**config.mk**
```make
export PLATFORM = sky130hd
export DESIGN_NAME = bram_fifo_loader
export DESIGN_NICKNAME = d
export VERILOG_FILES = /design/src/rtl/bram_fifo_loader.sv
export SDC_FILE = /design/constraint.sdc
export NUM_CORES = 1
export LEC_CHECK = 0
export CORE_MARGIN = 5
export CORE_UTILIZATION = 30
export CTS_CLUSTER_SIZE = 25
export DETAILED_ROUTE_END_ITERATION = 8
export GPL_TIMING_DRIVEN = 0
export PLACE_DENSITY_LB_ADDON = 0.1
export SETUP_SLACK_MARGIN = 0.02
export SYNTH_ARGS = -nofsm -noshare
export SYNTH_HDL_FRONTEND = slang
export SYNTH_SLANG_ARGS = --single-unit
export TNS_END_PERCENT = 30
```
**constraint.sdc**
```tcl
create_clock -name fclk -period 1.6 [get_ports fclk]
set_input_delay 0.32 -clock fclk [delete_from_list [all_inputs] [get_ports fclk]]
set_output_delay 0.32 -clock fclk [all_outputs]
set_load 0.01 [all_outputs]
```
**src/rtl/bram_fifo_loader.sv**
```systemverilog
// bram_fifo_loader: walks addresses 0..NUM_WORDS-1 over two read-only BRAMs
// that share one address bus. For each word it adds the two read words,
// saturates the sum to the FIFO width, and writes it to a FIFO. The sequencer
// stalls while the FIFO is full. start, abort and done give the top level
// explicit control of a transfer.
// NUM_WORDS must lie in 1..2^ADDR_W. That keeps addr from wrapping.
module bram_fifo_loader #(
  parameter int ADDR_W    = 4,
  parameter int A_W       = 4,
  parameter int B_W       = 5,
  parameter int DOUT_W    = 5,
  parameter int NUM_WORDS = 10,
  parameter int RD_LAT    = 1
) (
  input  logic              fclk,
  input  logic              reset,
  input  logic              start,
  input  logic              abort,
  output logic [ADDR_W-1:0] addr,
  input  logic [A_W-1:0]    bram_a_dout,
  input  logic [B_W-1:0]    bram_b_dout,
  output logic [DOUT_W-1:0] fifo_din,
  output logic              fifo_wr_en,
  input  logic              fifo_full,
  output logic              busy,
  output logic              done,
  output logic              sat_flag,
  output logic [ADDR_W:0]   word_cnt
);

  // The sum is one bit wider than the wider operand. The compare width also
  // covers DOUT_W, so the saturation threshold is always representable.
  localparam int SUM_W = ((A_W > B_W) ? A_W : B_W) + 1;
  localparam int CMP_W = ((SUM_W > DOUT_W) ? SUM_W : DOUT_W) + 1;
  localparam logic [CMP_W-1:0]  DOUT_MAX = CMP_W'((64'd1 << DOUT_W) - 64'd1);
  localparam logic [ADDR_W:0]   LAST_CNT = NUM_WORDS[ADDR_W:0];
  localparam logic [1:0]        LAT_LAST = 2'(RD_LAT - 1);
  localparam logic [ADDR_W-1:0] ADDR_ONE = ADDR_W'(1);
  localparam logic [ADDR_W:0]   CNT_ONE  = (ADDR_W + 1)'(1);

  typedef enum logic [2:0] {
    S_IDLE  = 3'd0,
    S_ADDR  = 3'd1,
    S_WAIT  = 3'd2,
    S_HOLD  = 3'd3,
    S_WRITE = 3'd4
  } state_t;

  state_t              state_q, state_d;
  logic [1:0]          lat_q, lat_d;
  logic [ADDR_W-1:0]   addr_q, addr_d;
  logic [DOUT_W-1:0]   fifo_din_q, fifo_din_d;
  logic                fifo_wr_en_q, fifo_wr_en_d;
  logic                busy_q, busy_d;
  logic                done_q, done_d;
  logic                sat_flag_q, sat_flag_d;
  logic [ADDR_W:0]     word_cnt_q, word_cnt_d;
  logic [SUM_W-1:0]    sum_s;

  function automatic logic [SUM_W-1:0] add_words(input logic [A_W-1:0] a,
                                                 input logic [B_W-1:0] b);
    return SUM_W'(a) + SUM_W'(b);
  endfunction

  function automatic logic sum_overflows(input logic [SUM_W-1:0] s);
    return CMP_W'(s) > DOUT_MAX;
  endfunction

  function automatic logic [DOUT_W-1:0] sat_word(input logic [SUM_W-1:0] s);
    if (sum_overflows(s)) begin
      return {DOUT_W{1'b1}};
    end else begin
      return DOUT_W'(s);
    end
  endfunction

  assign sum_s = add_words(bram_a_dout, bram_b_dout);

  // Compute the next state and all next output values. abort overrides every
  // other transition.
  always_comb begin
    state_d      = state_q;
    lat_d        = lat_q;
    addr_d       = addr_q;
    fifo_din_d   = fifo_din_q;
    fifo_wr_en_d = 1'b0;
    done_d       = 1'b0;
    sat_flag_d   = sat_flag_q;
    word_cnt_d   = word_cnt_q;
    if (abort && (state_q != S_IDLE)) begin
      state_d = S_IDLE;
      addr_d  = {ADDR_W{1'b0}};
    end else begin
      case (state_q)
        S_IDLE: begin
          if (start && !abort) begin
            state_d    = S_ADDR;
            addr_d     = {ADDR_W{1'b0}};
            word_cnt_d = {(ADDR_W + 1){1'b0}};
            sat_flag_d = 1'b0;
          end else begin
            state_d = S_IDLE;
          end
        end
        S_ADDR: begin
          state_d = S_WAIT;
          lat_d   = 2'd0;
        end
        S_WAIT: begin
          if (lat_q == LAT_LAST) begin
            state_d    = S_HOLD;
            fifo_din_d = sat_word(sum_s);
            sat_flag_d = sat_flag_q | sum_overflows(sum_s);
          end else begin
            lat_d = lat_q + 2'd1;
          end
        end
        S_HOLD: begin
          // The strobe is registered here, so it is high during the WRITE
          // state itself.
          if (!fifo_full) begin
            state_d      = S_WRITE;
            fifo_wr_en_d = 1'b1;
            word_cnt_d   = word_cnt_q + CNT_ONE;
          end else begin
            state_d = S_HOLD;
          end
        end
        S_WRITE: begin
          if (word_cnt_q == LAST_CNT) begin
            state_d = S_IDLE;
            addr_d  = {ADDR_W{1'b0}};
            done_d  = 1'b1;
          end else begin
            state_d = S_ADDR;
            addr_d  = addr_q + ADDR_ONE;
          end
        end
        default: begin
          state_d = S_IDLE;
          addr_d  = {ADDR_W{1'b0}};
        end
      endcase
    end
    busy_d = (state_d != S_IDLE);
  end

  // Register the state and all outputs. Reset is asynchronous and active-low.
  always_ff @(posedge fclk or negedge reset) begin
    if (!reset) begin
      state_q      <= S_IDLE;
      lat_q        <= 2'd0;
      addr_q       <= {ADDR_W{1'b0}};
      fifo_din_q   <= {DOUT_W{1'b0}};
      fifo_wr_en_q <= 1'b0;
      busy_q       <= 1'b0;
      done_q       <= 1'b0;
      sat_flag_q   <= 1'b0;
      word_cnt_q   <= {(ADDR_W + 1){1'b0}};
    end else begin
      state_q      <= state_d;
      lat_q        <= lat_d;
      addr_q       <= addr_d;
      fifo_din_q   <= fifo_din_d;
      fifo_wr_en_q <= fifo_wr_en_d;
      busy_q       <= busy_d;
      done_q       <= done_d;
      sat_flag_q   <= sat_flag_d;
      word_cnt_q   <= word_cnt_d;
    end
  end

  assign addr       = addr_q;
  assign fifo_din   = fifo_din_q;
  assign fifo_wr_en = fifo_wr_en_q;
  assign busy       = busy_q;
  assign done       = done_q;
  assign sat_flag   = sat_flag_q;
  assign word_cnt   = word_cnt_q;

endmodule

```
==> results.ini, run 1 <==
[status]
status=finished clean

[sta]
final.period_utilization_pct=99.2
post-route-worst-setup-slack_ns=0.0134
hold_violations=0
rsz0062_at_grt=yes
finalSetupViolations=0
fin_crit_ns=1.59
drv_slew=0
max_freq_ghz=0.630
tightest_slew_ns=1.03
fin_tns_setup_ns=0
maxSlewHeadroom_pct=30.8
fin_skew_ns=0.00534

[setup_path]
r2r_cells=6
worst_setup_path_end_kind=flip-flop
cp_cell_sequence=clkdlybuf4s50_1 -> ha_1 -> a21oi_4 -> o21bai_1 -> xor2_1 -> o22a_1
worst-r2r-setup-slack_ns=0.06
cp_slowest_cell=clkdlybuf4s50_1
crit_path_end=fifo_din[3]$_DFFE_PN0P_
critical_path_class=in2reg
crit_fanout=3
worstPathRequired_ns=1.75
rr_endpoint=fifo_din[3]$_DFFE_PN0P_
worstSetupStartpoint=bram_a_dout[1]
start_kind=input pin
cp.arrival_ns=1.74
cp_slowest_stage_delay_ns=0.46
worstReg2RegStart=lat_q[0]$_DFFE_PN0P_

[global_route]
track_usage_pct=10.8
antenna_found_initial=0
overflow=0
grt_pass1_wl_um=5250
grt_pass1_vias=1107
grt_max_degree=24

[synthesis]
yosysWarnings=0
synthMuxAreaShare_pct=0.761
ys_ff_latch=23
synth_simple_gate_area_share_pct=16.7
synth_top_family_by_area=compound AO/OA/AOI/OAI gates
synth_area_sq_um=1320
syn_area_per_cell_sq_um=9.96
synth.yosys.seq_area_share_pct=43.8
netlist_instances=132
synth_area_leaders=dfrtp_1 (44%), ha_1 (7.6%), o21a_1 (3.4%), o22a_1 (3.3%), nor3_1 (3.0%)
synth_xor_area_share_pct=2.66
ys_dominant_reg_cell=dfrtp_1
synth-adder-area-share_pct=9.13
syn_nets=155
synth_top_cell_by_area=dfrtp_1
synth_top_cell_area_share_pct=43.8
yosysUniqueCellTypes=38
ys_async_sr_fraction_pct=100
synth_edf_count=0
synth_compound_area_share_pct=21.2

[cells_and_area]
antenna_cells=0
final_cells=222
num-nets-final=194
area_growth_pct=37.1
fillers=427
layout-drive-gt1-share_pct=14.1

[placement]
dp_hpwl_um=2300
portBuffers=30
gp_congestion=0.771
dp_slack_ns=-0.399
dp.cells=214

[clock_network]
cts-root-buf=clkbuf_8
clock_path_buffers=2
clkLatencyLatePin_ns=0.27
h-tree-depth=1
cts_buffers=3
tritoncts=yes
cts_sinks=23
clkTransAtPathRegs_ns=0.08

[die]
initial_utilization_pct=30.6
core-area_sq_um=4290
pin_count=32
rows=24
die_h_um=76.2
dieArea_sq_um=5810
die_w_um=76.2

[route]
drcViolationCount=0
via_per_inst=4.96
ant_nets=0
wire_per_inst_um=13.8
firstDrtPassIters=4
vias=1101
wirelength_um=3070
drt_first_iter_violations=34

[power_and_ir_drop]
total_power_w=0.00146
powerDensity_nw_per_um2=811
leakagePower_nw=0.855
vdd_drop_max_mv=0.331

[min_path]
hp-class=in2reg

[run]
maxCapViolations=0

## where the power goes
group	switching, W	internal, W	total, W	leakage (nW)
clock	0.000186	0.000178	0.000364	0.0228
sequential	0.0000373	0.000645	0.000682	0.302
combinational	0.000182	0.000235	0.000417	0.530
## cells in the mapped netlist, types with 2 or more instances
| master | number |
|---|---|
| a31oi_1 | 3 |
| a22o_1 | 4 |
| o22a_1 | 5 |
| o21ai_1 | 7 |
| nor2_1 | 2 |
| xor2_1 | 3 |
| inv_1 | 9 |
| ha_1 | 8 |
| nor2b_1 | 3 |
| dfrtp_1 | 23 |
| nand2_1 | 10 |
| a21oi_1 | 6 |
| o21ai_0 | 3 |
| nand3_1 | 7 |
| nor2_2 | 2 |
| nor3_1 | 8 |
| buf_4 | 3 |
| o21a_1 | 6 |
## flip-flops by register name, summed over array words and instances, names as in the netlist
signal and flops:
fifo_wr_en 1, state_q 3, busy 1, done 1
word_cnt 5, sat_flag 1, fifo_din 5, lat_q 2
addr 4
## timing repair
item	in CTS	in global routing
hold buffers	0	0
gates resized for setup	10	6
setup endpoints to repair	11	13
pin swaps	1	1
setup buffers	1	3
## worst max-delay path: cells and delay by family
family	cells	cell delay [ns]
XOR/XNOR	1	0.15
adder cells (fa/ha/maj)	1	0.36
buffers and inverters	1	0.46
AO/OA/AOI/OAI	3	0.44
## worst min path at each step
| stage | from | end | slack (ns) | cells after the start |
|---|---|---|---|---|
| 2_1_floorplan | reset | addr[0]$_DFFE_PN0P_ | 0.02 | 0 |
| 3_3_place_gp | lat_q[1]$_DFFE_PN0P_ | lat_q[1]$_DFFE_PN0P_ | 0.49 | 1 |
| 3_5_place_dp | lat_q[1]$_DFFE_PN0P_ | lat_q[1]$_DFFE_PN0P_ | 0.49 | 1 |
| 4_1_cts | abort | state_q[0]$_DFF_PN0_ | 0.24 | 2 |
| 5_1_grt | abort | state_q[0]$_DFF_PN0_ | 0.25 | 2 |
| 6_report | abort | state_q[0]$_DFF_PN0_ | 0.25 | 2 |
## cell families (layout without fill, tap and decap cells)
logic type | count (synthesis) | after routing
compound gates | 40 | 40
xor+xnor | 4 | 4
fa+ha+maj | 9 | 9
buf+inv | 15 | 53
flops | 23 | 23
mux | 1 | 1
simple gates | 40 | 40
## placed cells by master (no fill, tap or decap), types with 2 or more instances in the layout
cell type,instances
nor2_1,2
ha_2,2
dlygate4sd2_1,2
o21a_1,6
a22o_1,4
xor2_1,3
dfrtp_1,23
o21ai_1,6
nand3_1,7
clkbuf_1,2
a21oi_1,4
dlymetal6s2s_1,5
clkbuf_8,3
nor2b_1,3
o22a_1,5
inv_1,9
nor2_2,2
nor3_1,8
clkdlybuf4s50_1,23
o21ai_0,3
a31oi_1,3
nand2_1,10
buf_4,7
ha_1,6
## per-stage QoR
| step | hold slack [ns] | area (sq um) | utilization [%] |
|---|---|---|---|
| final | 0.250 | 1800 | 42.0 |
| after floorplan | 0.0244 | 1320 | - |
| after global routing | 0.250 | 1800 | 42.0 |
| after detailed placement | 0.492 | 1680 | 39.1 |
| after global placement | 0.493 | 1680 | 39.1 |
| after CTS | 0.239 | 1760 | 41.1 |
## metal layers
| metal | vias up | track usage, % | share of wire, % | wire, um |
|---|---|---|---|---|
| li1 | 552 | - | - | - |
| met1 | 527 | 14.1 | 45 | 1390 |
| met2 | 17 | 17.7 | 50 | 1520 |
| met3 | 5 | 2.84 | 4.2 | 130 |
| met4 | 0 | 2.62 | 0.81 | 25 |
| met5 | - | 0 | 0 | 0 |
## final cells by class
type	count	area [sq um]	share of cell area [%]
inverter	9	33.8	1.87
timing repair buffer	34	340	18.9
sequential	23	576	31.9
buffer	6	42.5	2.36
tap	52	65.1	3.61
multi-input combinational	94	701	38.9
clock buffer	4	45.0	2.50
(Power assumes the default switching activity.)
==> run 2: changes to the inputs <==
--- a/config.mk
+++ b/config.mk
@@ -10,6 +10,7 @@
 export CTS_CLUSTER_SIZE = 25
 export DETAILED_ROUTE_END_ITERATION = 8
 export GPL_TIMING_DRIVEN = 0
+export MAX_ROUTING_LAYER = met4
 export PLACE_DENSITY_LB_ADDON = 0.1
 export SETUP_SLACK_MARGIN = 0.02
 export SYNTH_ARGS = -nofsm -noshare
==> run 2 against run 1 <==
Combinational power barely moved. First-iteration DRC count rose by 8.8%. Largest cell class unchanged. Largest power group unchanged. Non-clock buffer count did not move. Clock-buffer cell count did not move. Critical path depth did not move. Flip-flop and latch count did not move.
==> results.ini, run 2 (synthesis results as in run 1) <==
[clock_network]
cts_sinks=23  ; unchanged
h-tree-depth=1  ; unchanged
clkLatencyLatePin_ns=0.27  ; about the same
ctsHoldBuffers=0  ; unchanged
tritoncts=yes  ; unchanged
cts-root-buf=clkbuf_8  ; unchanged
clkTransAtPathRegs_ns=0.08  ; about the same
clock_path_buffers=2  ; unchanged
cts_buffers=3  ; unchanged

[cells_and_area]
utilization_pct=42.0  ; unchanged
num-nets-final=194  ; unchanged
area_growth_pct=37.1  ; unchanged
layout-drive-gt1-share_pct=14.1  ; unchanged
final_area_sq_um=1800  ; unchanged
antenna_cells=0  ; unchanged
final_cell_mix=dfrtp_1 (23), clkdlybuf4s50_1 (23), nand2_1 (10)  ; unchanged

[setup_path]
crit_fanout=3  ; unchanged
worst_setup_path_end_kind=flip-flop  ; unchanged
critical_path_class=in2reg  ; unchanged
worstReg2RegStart=lat_q[0]$_DFFE_PN0P_  ; unchanged
worstSetupStartpoint=bram_a_dout[1]  ; unchanged
worstPathRequired_ns=1.75  ; about the same
cp.arrival_ns=1.74  ; about the same
start_kind=input pin  ; unchanged

[die]
pin_count=32  ; unchanged
core-area_sq_um=4290  ; unchanged
die_h_um=76.2  ; unchanged
dieArea_sq_um=5810  ; unchanged
rows=24  ; unchanged
die_w_um=76.2  ; unchanged
initial_utilization_pct=30.6  ; unchanged

[sta]
post-route-worst-setup-slack_ns=0.0142  ; was 0.0134 ns
max_freq_ghz=0.631  ; was 0.630 GHz
final.period_utilization_pct=99.1  ; was 99.2%
rsz0062_at_grt=yes  ; unchanged
fin_crit_ns=1.59  ; about the same
maxSlewHeadroom_pct=30.5  ; was 30.8%
drv_slew=0  ; unchanged
tightest_slew_ns=1.04  ; was 1.03 ns
fin_skew_ns=0.00633  ; was 0.00534 ns
hold_violations=0  ; unchanged
finalSetupViolations=0  ; unchanged

[placement]
portBuffers=30  ; unchanged
dpl_cell_area_sq_um=1680  ; unchanged
gp_congestion=0.781  ; was 0.771
dp_hpwl_um=2300  ; unchanged
dp_slack_ns=-0.399  ; unchanged

[route]
ant_nets=0  ; unchanged
drt_first_iter_violations=37  ; was 34
via_per_inst=4.97  ; was 4.96
wirelength_um=3090  ; was 3070 um
vias=1103  ; was 1101
firstDrtPassIters=4  ; unchanged
drcViolationCount=0  ; unchanged
wire_per_inst_um=13.9  ; was 13.8 um

[power_and_ir_drop]
p_comb_share_pct=28.5  ; about the same
vdd_drop_max_mv=0.331  ; about the same
leakagePower_nw=0.855  ; unchanged
total_power_w=0.00146  ; about the same
p_seq_share_pct=46.5  ; was 46.6%
clkPwrFrac_pct=25.0  ; was 24.9%
p_sw_share_pct=27.8  ; was 27.7%
p_sw_w=0.000407  ; was 0.000405 W
internal_power_w=0.00106  ; about the same
powerDensity_nw_per_um2=812  ; was 811 nW/um^2

[global_route]
grt_pass1_wl_um=5250  ; unchanged
antenna_found_initial=0  ; unchanged
overflow=0  ; unchanged
grt_max_degree=24  ; unchanged
track_usage_pct=11.1  ; was 10.8%
grt_pass1_vias=1111  ; was 1107

[status]
status=finished clean  ; unchanged

[min_path]
hp-class=in2reg  ; unchanged
worstHoldStart=abort  ; unchanged

[run]
maxCapViolations=0  ; unchanged

## run 2: cell counts in the layout (fill, tap and decap cells not counted)
No cell type changed its count.
## run 2: power by group through the flow
| stage | clock network [W] | logic [W] | registers, W |
|---|---|---|---|
| after floorplan | 0 | 0.000170 | 0.000720 |
| after global placement | 0 | 0.000398 | 0.000694 |
| after detailed placement | 0 | 0.000399 | 0.000696 |
| after CTS | 0.000382 | 0.000419 | 0.000683 |
| after global routing | 0.000405 | 0.000452 | 0.000691 |
| final | 0.000366 | 0.000417 | 0.000682 |
## run 2: metal layers
metal | vias up | global-route usage (%) | routed length (um)
met5 | - | - | 0
met4 | 0 | 2.62 | 25
met3 | 5 | 2.84 | 151
met2 | 19 | 17.8 | 1530
met1 | 527 | 14.0 | 1380
li1 | 552 | - | -
## run 2: final cells by class
class,count,area [sq um]
fillers,427,2490
multi-input cells,94,701
flip-flops and latches,23,576
repair buffers,34,340
well taps,52,65.1
clock buffers,4,45.0
plain buffers,6,42.5
inverters,9,33.8
## run 2: timing repair
| item | 4_1_cts | 5_1_grt |
|---|---|---|
| setup endpoints to repair | 11 | 13 |
| pin swaps | 1 | 1 |
| resized for setup | 10 | 6 |
| setup buffers | 1 | 3 |
## run 2: worst paths after layout
| path | endpoint | slack [ns] | depth (start not counted) |
|---|---|---|---|
| worst min register to register | fifo_din[1]$_DFFE_PN0P_ | 0.51 | 1 |
| min in group asynchronous | fifo_din[1]$_DFFE_PN0P_ | 0.61 | 1 |
| worst max register to register | fifo_din[3]$_DFFE_PN0P_ | 0.06 | 6 |
| worst max-delay path | fifo_din[3]$_DFFE_PN0P_ | 0.01 | 6 |
| max in group asynchronous | word_cnt[1]$_DFFE_PN0P_ | 0.35 | 1 |
| worst min-delay path | state_q[0]$_DFF_PN0_ | 0.25 | 2 |
## run 2: worst max-delay path, cell delays in order
cell and delay, ns:
clkdlybuf4s50_1 0.46, ha_1 0.36, a21oi_4 0.18, o21bai_1 0.10, xor2_1 0.15, o22a_1 0.16
## run 2: through the flow
step | TNS [ns] | hold slack [ns] | instances
floorplan | 0 | 0.0244 | 132
global placement | -5.09 | 0.493 | 214
detailed placement | -5.48 | 0.492 | 214
CTS | 0 | 0.239 | 219
global route | -0.110 | 0.250 | 222
finish | 0 | 0.249 | 222
==> run 3: changes to the inputs <==
--- a/config.mk
+++ b/config.mk
@@ -13,6 +13,7 @@
 export MAX_ROUTING_LAYER = met4
 export PLACE_DENSITY_LB_ADDON = 0.1
 export SETUP_SLACK_MARGIN = 0.02
+export SLEW_MARGIN = 25
 export SYNTH_ARGS = -nofsm -noshare
 export SYNTH_HDL_FRONTEND = slang
 export SYNTH_SLANG_ARGS = --single-unit
==> run 3 against run 2 <==
Clock-buffer cell count unchanged. Clock power barely moved. Power increased by 0.22%. First-iteration DRC count increased by 14%. Flip-flop and latch count unchanged. Final cell count shrank 0.45%. Non-clock buffer count fell by 1. Die area unchanged. Sequential share of layout area fell by 0.29 points. Combinational power is essentially flat. Register-to-register slack better by 0.05 ns. Worst hold slack got worse by 0.23 ns.
==> results.ini, run 3 (synthesis results as in run 1) <==
[status]
status=finished clean  ; unchanged

[cells_and_area]
antenna_cells=0  ; unchanged
mostFrequentLayoutCell=dfrtp_1
num-nets-final=193  ; was 194
final_cells=221  ; was 222
layout-drive-gt1-share_pct=14.2  ; was 14.1%
utilization_pct=42.4  ; was 42.0%
area_growth_pct=38.3  ; was 37.1%
final_cell_mix=dfrtp_1 (23), clkdlybuf4s50_1 (21), nand2_1 (10)  ; was dfrtp_1 (23), clkdlybuf4s50_1 (23), nand2_1 (10)
final_area_sq_um=1820  ; was 1800 sq um

[setup_path]
crit_family=adder cells  ; was buffers and inverters
critical_path_class=in2reg  ; unchanged
critPathBufInv=1  ; unchanged
cp_slowest_cell=clkdlybuf4s50_1  ; unchanged
cp_slowest_stage_delay_ns=0.41  ; was 0.46 ns
worstPathRequired_ns=1.76  ; was 1.75 ns
cp_cell_sequence=clkdlybuf4s50_1 -> ha_2 -> fa_2 -> nand3_1 -> nand2_1 -> xnor2_1 -> o22a_1  ; was clkdlybuf4s50_1 -> ha_1 -> a21oi_4 -> o21bai_1 -> xor2_1 -> o22a_1
cp.arrival_ns=1.72  ; was 1.74 ns
start_kind=input pin  ; unchanged
crit_fanout=2  ; was 3
worst_setup_path_end_kind=flip-flop  ; unchanged

[sta]
fin_tns_setup_ns=0  ; unchanged
max_freq_ghz=0.641  ; was 0.631 GHz
final.period_utilization_pct=97.5  ; was 99.1%
tightest_slew_ns=0.525  ; was 1.04 ns
finalSetupViolations=0  ; unchanged
maxSlewHeadroom_pct=65.0  ; was 30.5%
hold_violations=0  ; unchanged
drv_slew=0  ; unchanged
fin_skew_ns=0.000808  ; was 0.00633 ns
rsz0062_at_grt=yes  ; unchanged
fin_crit_ns=1.56  ; was 1.59 ns

[route]
ant_nets=0  ; unchanged
wire_per_inst_um=13.6  ; was 13.9 um
drt_first_iter_violations=42  ; was 37
firstDrtPassIters=3  ; was 4
drcViolationCount=0  ; unchanged
wirelength_um=3000  ; was 3090 um
vias=1087  ; was 1103
via_per_inst=4.92  ; was 4.97

[placement]
dp_hpwl_um=2250  ; was 2300 um
dp.cells=214  ; unchanged
portBuffers=30  ; unchanged
gp_congestion=0.781  ; unchanged
dpl_cell_area_sq_um=1680  ; about the same

[min_path]
hp-class=in2async  ; was in2reg

[power_and_ir_drop]
leakagePower_nw=0.850  ; was 0.855 nW
total_power_w=0.00147  ; was 0.00146 W
powerDensity_nw_per_um2=807  ; was 812 nW/um^2
internal_power_w=0.00106  ; about the same
vdd_drop_max_mv=0.375  ; was 0.331 mV
p_comb_share_pct=28.6  ; was 28.5%
p_sw_share_pct=27.9  ; was 27.8%
clkPwrFrac_pct=24.9  ; was 25.0%
p_sw_w=0.000409  ; was 0.000407 W
p_seq_share_pct=46.5  ; about the same

[die]
die_w_um=76.2  ; unchanged
die_h_um=76.2  ; unchanged
initial_utilization_pct=30.6  ; unchanged
rows=24  ; unchanged
core-area_sq_um=4290  ; unchanged
dieArea_sq_um=5810  ; unchanged
pin_count=32  ; unchanged

[clock_network]
tritoncts=yes  ; unchanged
h-tree-depth=1  ; unchanged
ctsHoldBuffers=0  ; unchanged
cts-root-buf=clkbuf_8  ; unchanged
clock_path_buffers=2  ; unchanged
cts_sinks=23  ; unchanged
clkLatencyLatePin_ns=0.26  ; was 0.27 ns
cts_buffers=3  ; unchanged
clkTransAtPathRegs_ns=0.08  ; about the same

[run]
maxCapViolations=0  ; unchanged

[global_route]
grt_pass1_wl_um=5020  ; was 5250 um
track_usage_pct=10.6  ; was 11.1%
grt_pass1_vias=1086  ; was 1111
antenna_found_initial=0  ; unchanged
overflow=0  ; unchanged
grt_max_degree=24  ; unchanged

## run 3: stage by stage
stage / setup WS (ns) / hold WS (ns)
final: 0.0401 / 0.0232
after global routing: -0.0294 / 0.0761
after CTS: 0.0240 / 0.0503
after detailed placement: -0.397 / 0.336
after global placement: -0.342 / 0.493
after floorplan: 0.165 / 0.0244
## run 3: per-layer routing
layer / share of wire (%) / vias to the layer above / GRT usage, %
li1: - / 550 / -
met1: 48 / 517 / 13.6
met2: 49 / 16 / 16.9
met3: 2.6 / 4 / 2.01
met4: 1.0 / 0 / 3.15
met5: 0 / - / -
## run 3: power by group through the flow
stage	combinational [W]	sequential (W)	clock, W
2_1_floorplan	0.000170	0.000720	0
3_3_place_gp	0.000398	0.000694	0
3_5_place_dp	0.000396	0.000696	0
4_1_cts	0.000416	0.000684	0.000376
5_1_grt	0.000458	0.000692	0.000398
6_report	0.000420	0.000682	0.000365
## run 3: worst register-to-register path, stage by stage (launching register included)
cell and delay [ns]:
dfrtp_1 0.42, inv_1 0.11, ha_4 0.17, and4b_1 0.18, buf_4 0.16, o221ai_4 0.14
o22a_1 0.20
## run 3: worst paths after layout
kind | startpoint | to | slack [ns] | cells past startpoint
max | bram_b_dout[0] | fifo_din[4]$_DFFE_PN0P_ | 0.04 | 7
min | reset | fifo_din[1]$_DFFE_PN0P_ | 0.02 | 1
max reg2reg | lat_q[0]$_DFFE_PN0P_ | fifo_din[3]$_DFFE_PN0P_ | 0.11 | 6
min reg2reg | lat_q[1]$_DFFE_PN0P_ | lat_q[1]$_DFFE_PN0P_ | 0.51 | 1
max in group asynchronous | reset | addr[0]$_DFFE_PN0P_ | 1.22 | 1
min in group fclk | abort | state_q[0]$_DFF_PN0_ | 0.25 | 2
## run 3: repair_timing
action                     CTS  global route
setup buffers                1             2
setup endpoints to repair   11            11
pin swaps                    1             3
resized for setup            9            11
## run 3: area by class of cell
cell class	count	area (sq um)
fillers	435	2470
clock buffers	4	45.0
repair buffers	33	330
plain buffers	6	42.5
inverters	9	33.8
well taps	52	65.1
multi-input cells	94	727
flip-flops and latches	23	576
==> edit, RTL diff (config.mk and constraints of run 3) <==
Reset style: synchronous (`reset`), changed in one clocked block. Comments in the files are not updated.
--- a/src/rtl/bram_fifo_loader.sv
+++ b/src/rtl/bram_fifo_loader.sv
@@ -147,5 +147,5 @@
 
   // Register the state and all outputs. Reset is asynchronous and active-low.
-  always_ff @(posedge fclk or negedge reset) begin
+  always_ff @(posedge fclk) begin
     if (!reset) begin
       state_q      <= S_IDLE;
Formal check against the unedited RTL: differs if reset is asserted again (counterexample within 4 cycles, from zero or initial values and one cycle with reset low); with reset held inactive, the same outputs for 10 cycles.
==> edit against run 3 <==
- setup slack worse by 37 ps
- critical path depth down 1
- sequential cell count unchanged
- count of clock-buffer cells in the layout down 1
- synthesized area up 0.19%
- power down 15%
- wire length up 5.3%
- cell area up 2.8%
- sequential power down 12%
- largest power group unchanged
==> edit: results (changes against run 3) <==
{| class="wikitable"
! Metric !! Value
|-
| Clk buf depth || 2 (unchanged)
|-
| Cell variety after synth || 44 (+16%)
|-
| Total wire length || 3.16 mm (+5.3%)
|-
| Critical Path AT || 1800 ps (+80 ps)
|-
| Async set-reset flop share out of synthesis || 0% (-100 points)
|-
| CTS clock-pin slew for the worst setup and hold paths || 90 ps
|-
| Placer congestion estimate || 0.773 (-1.0%)
|-
| Post-DR vias/cell || 5.11 (+3.9%)
|-
| Clock buffers created by TritonCTS || 3 (unchanged)
|-
| Clock H-tree levels || 1 (unchanged)
|-
| Post-DP HPWL || 2.30 mm (+2.3%)
|-
| Setup slack at placement || -440 ps (-42.8 ps)
|-
| Leakage power total || 0.000676 µW (-20%)
|-
| Synthesized instance count || 140 (+6.1%)
|-
| Number of design-rule violations left by the first detailed-router iteration || 58 (+38%)
|-
| Number of detailed-routing iterations run before antenna repair || 4 (+1)
|-
| Maximum clock skew at final layout || 1.47 ps (+0.661 ps)
|-
| Tot GR Track Use || 11.7% (+1.1 points)
|-
| Sequential cell area fraction in the yosys report || 34.9% (-8.8 points)
|-
| Final antenna diode count || 0 (unchanged)
|-
| Final layout net count || 202 (+4.7%)
|-
| Xor and xnor area share after synthesis || 5.32% (+2.7 points)
|-
| Number of warnings reported in the yosys synthesis log || 0 (unchanged)
|-
| Post-synthesis mux area share || 2.28% (+1.5 points)
|-
| Proportion of layout cells with a drive suffix above 1 || 25.3% (+11 points)
|-
| Max IR drop VDD || 273 µV (-27%)
|-
| DRC viols || 0 (unchanged)
|-
| Slew at the pin with the worst max-slew slack || 492 ps (-33.2 ps)
|-
| Synth Area in Adders || 9.12% (-0.017 points)
|-
| Drt wl/cell || 13.7 µm (+1.2%)
|-
| Clock latency of the later-clocked register in the worst-skew pair || about 270 ps
|-
| Vias in the first global route || 1212 (+12%)
|-
| Global-route wire length before repair || 5.40 mm (+7.7%)
|-
| Number of buffers added on ports || 31 (+3.3%)
|-
| Run status || finished, final reports clean
|-
| Most frequent cells after synthesis || sky130_fd_sc_hd__dfxtp_1 (23), sky130_fd_sc_hd__nor2_1 (12), sky130_fd_sc_hd__ha_1 (8)
|-
| Total power per unit cell area || 666 nW/µm² (-17%)
|-
| Total instance count after detailed placement || 223 (+4.2%)
|-
| Library cell used as clock root buffer || sky130_fd_sc_hd__clkbuf_8
|-
| Top cells by area in the synthesized netlist || sky130_fd_sc_hd__dfxtp_1 (35%), sky130_fd_sc_hd__ha_1 (7.6%), sky130_fd_sc_hd__o221a_2 (4.3%)
|-
| Largest net degree at the start of global routing || 14 (-42%)
|-
| Synth Area in Compound Gates || 20.9% (-0.33 points)
|-
| Instance area at placement || 1700 µm² (+1.2%)
|-
| Fill cell instance count of the final layout || 417 (-4.1%)
|-
| Post-synth net total || 163 (+5.2%)
|-
| Antenna violations before repair || 0 (unchanged)
|-
| Type of the tightest min-delay check || reg -> reg
|-
| Highest net fanout along the worst path || 10 (+8)
|}
## edit: worst max-delay path, stage by stage
cell	delay [ps]
sky130_fd_sc_hd__clkdlybuf4s50_1	410
sky130_fd_sc_hd__buf_2	190
sky130_fd_sc_hd__nor4b_2	260
sky130_fd_sc_hd__nor2_1	120
sky130_fd_sc_hd__or3_1	360
sky130_fd_sc_hd__a21oi_1	140
## edit: cells by family after synthesis
kind of cell | Yosys count
buffers and inverters | 14
xor gates and xnor gates | 8
DFF | 23
and+or+nand+nor | 48
adders and majority gates | 9
muxes | 3
AOI/OAI and AO/OA | 35
## edit: area by class of cell
type	instances	share of cell area, %
multi-input combinational	103	47.4
sequential	23	25.0
clock buffer	3	2.21
inverter	6	1.34
clock inverter	1	0.268
timing repair buffer	35	18.0
buffer	7	2.34
tap	52	3.48
## edit: per-layer routing
layer	vias up	GRT usage [%]	share of wire [%]
li1	586	-	-
met1	556	12.9	44
met2	29	19.6	51
met3	4	1.89	3.2
met4	0	6.82	2.3
met5	-	-	0
## edit: final timing paths
path	cells after the start	start	to	slack [ps]
max reg2reg	6	word_cnt[0]$_SDFFE_PN0P_	addr[3]$_SDFFE_PP0P_	10
min reg2reg	2	addr[3]$_SDFFE_PP0P_	addr[3]$_SDFFE_PP0P_	490
min	2	addr[3]$_SDFFE_PP0P_	addr[3]$_SDFFE_PP0P_	490
max	6	abort	addr[3]$_SDFFE_PP0P_	3
## edit: what timing repair did
item | in CTS | in global routing
resized for setup | 21 | 13
pin swaps | 12 | 6
endpoints found under the setup margin | 15 | 21
buffers inserted | 2 | 2
## edit: power breakdown
group | switching, µW | total, µW | leakage, µW | internal [µW]
logic | 138 | 273 | 0.000462 | 135
registers | 12.2 | 599 | 0.000188 | 587
clock network | 200 | 374 | 0.0000255 | 174
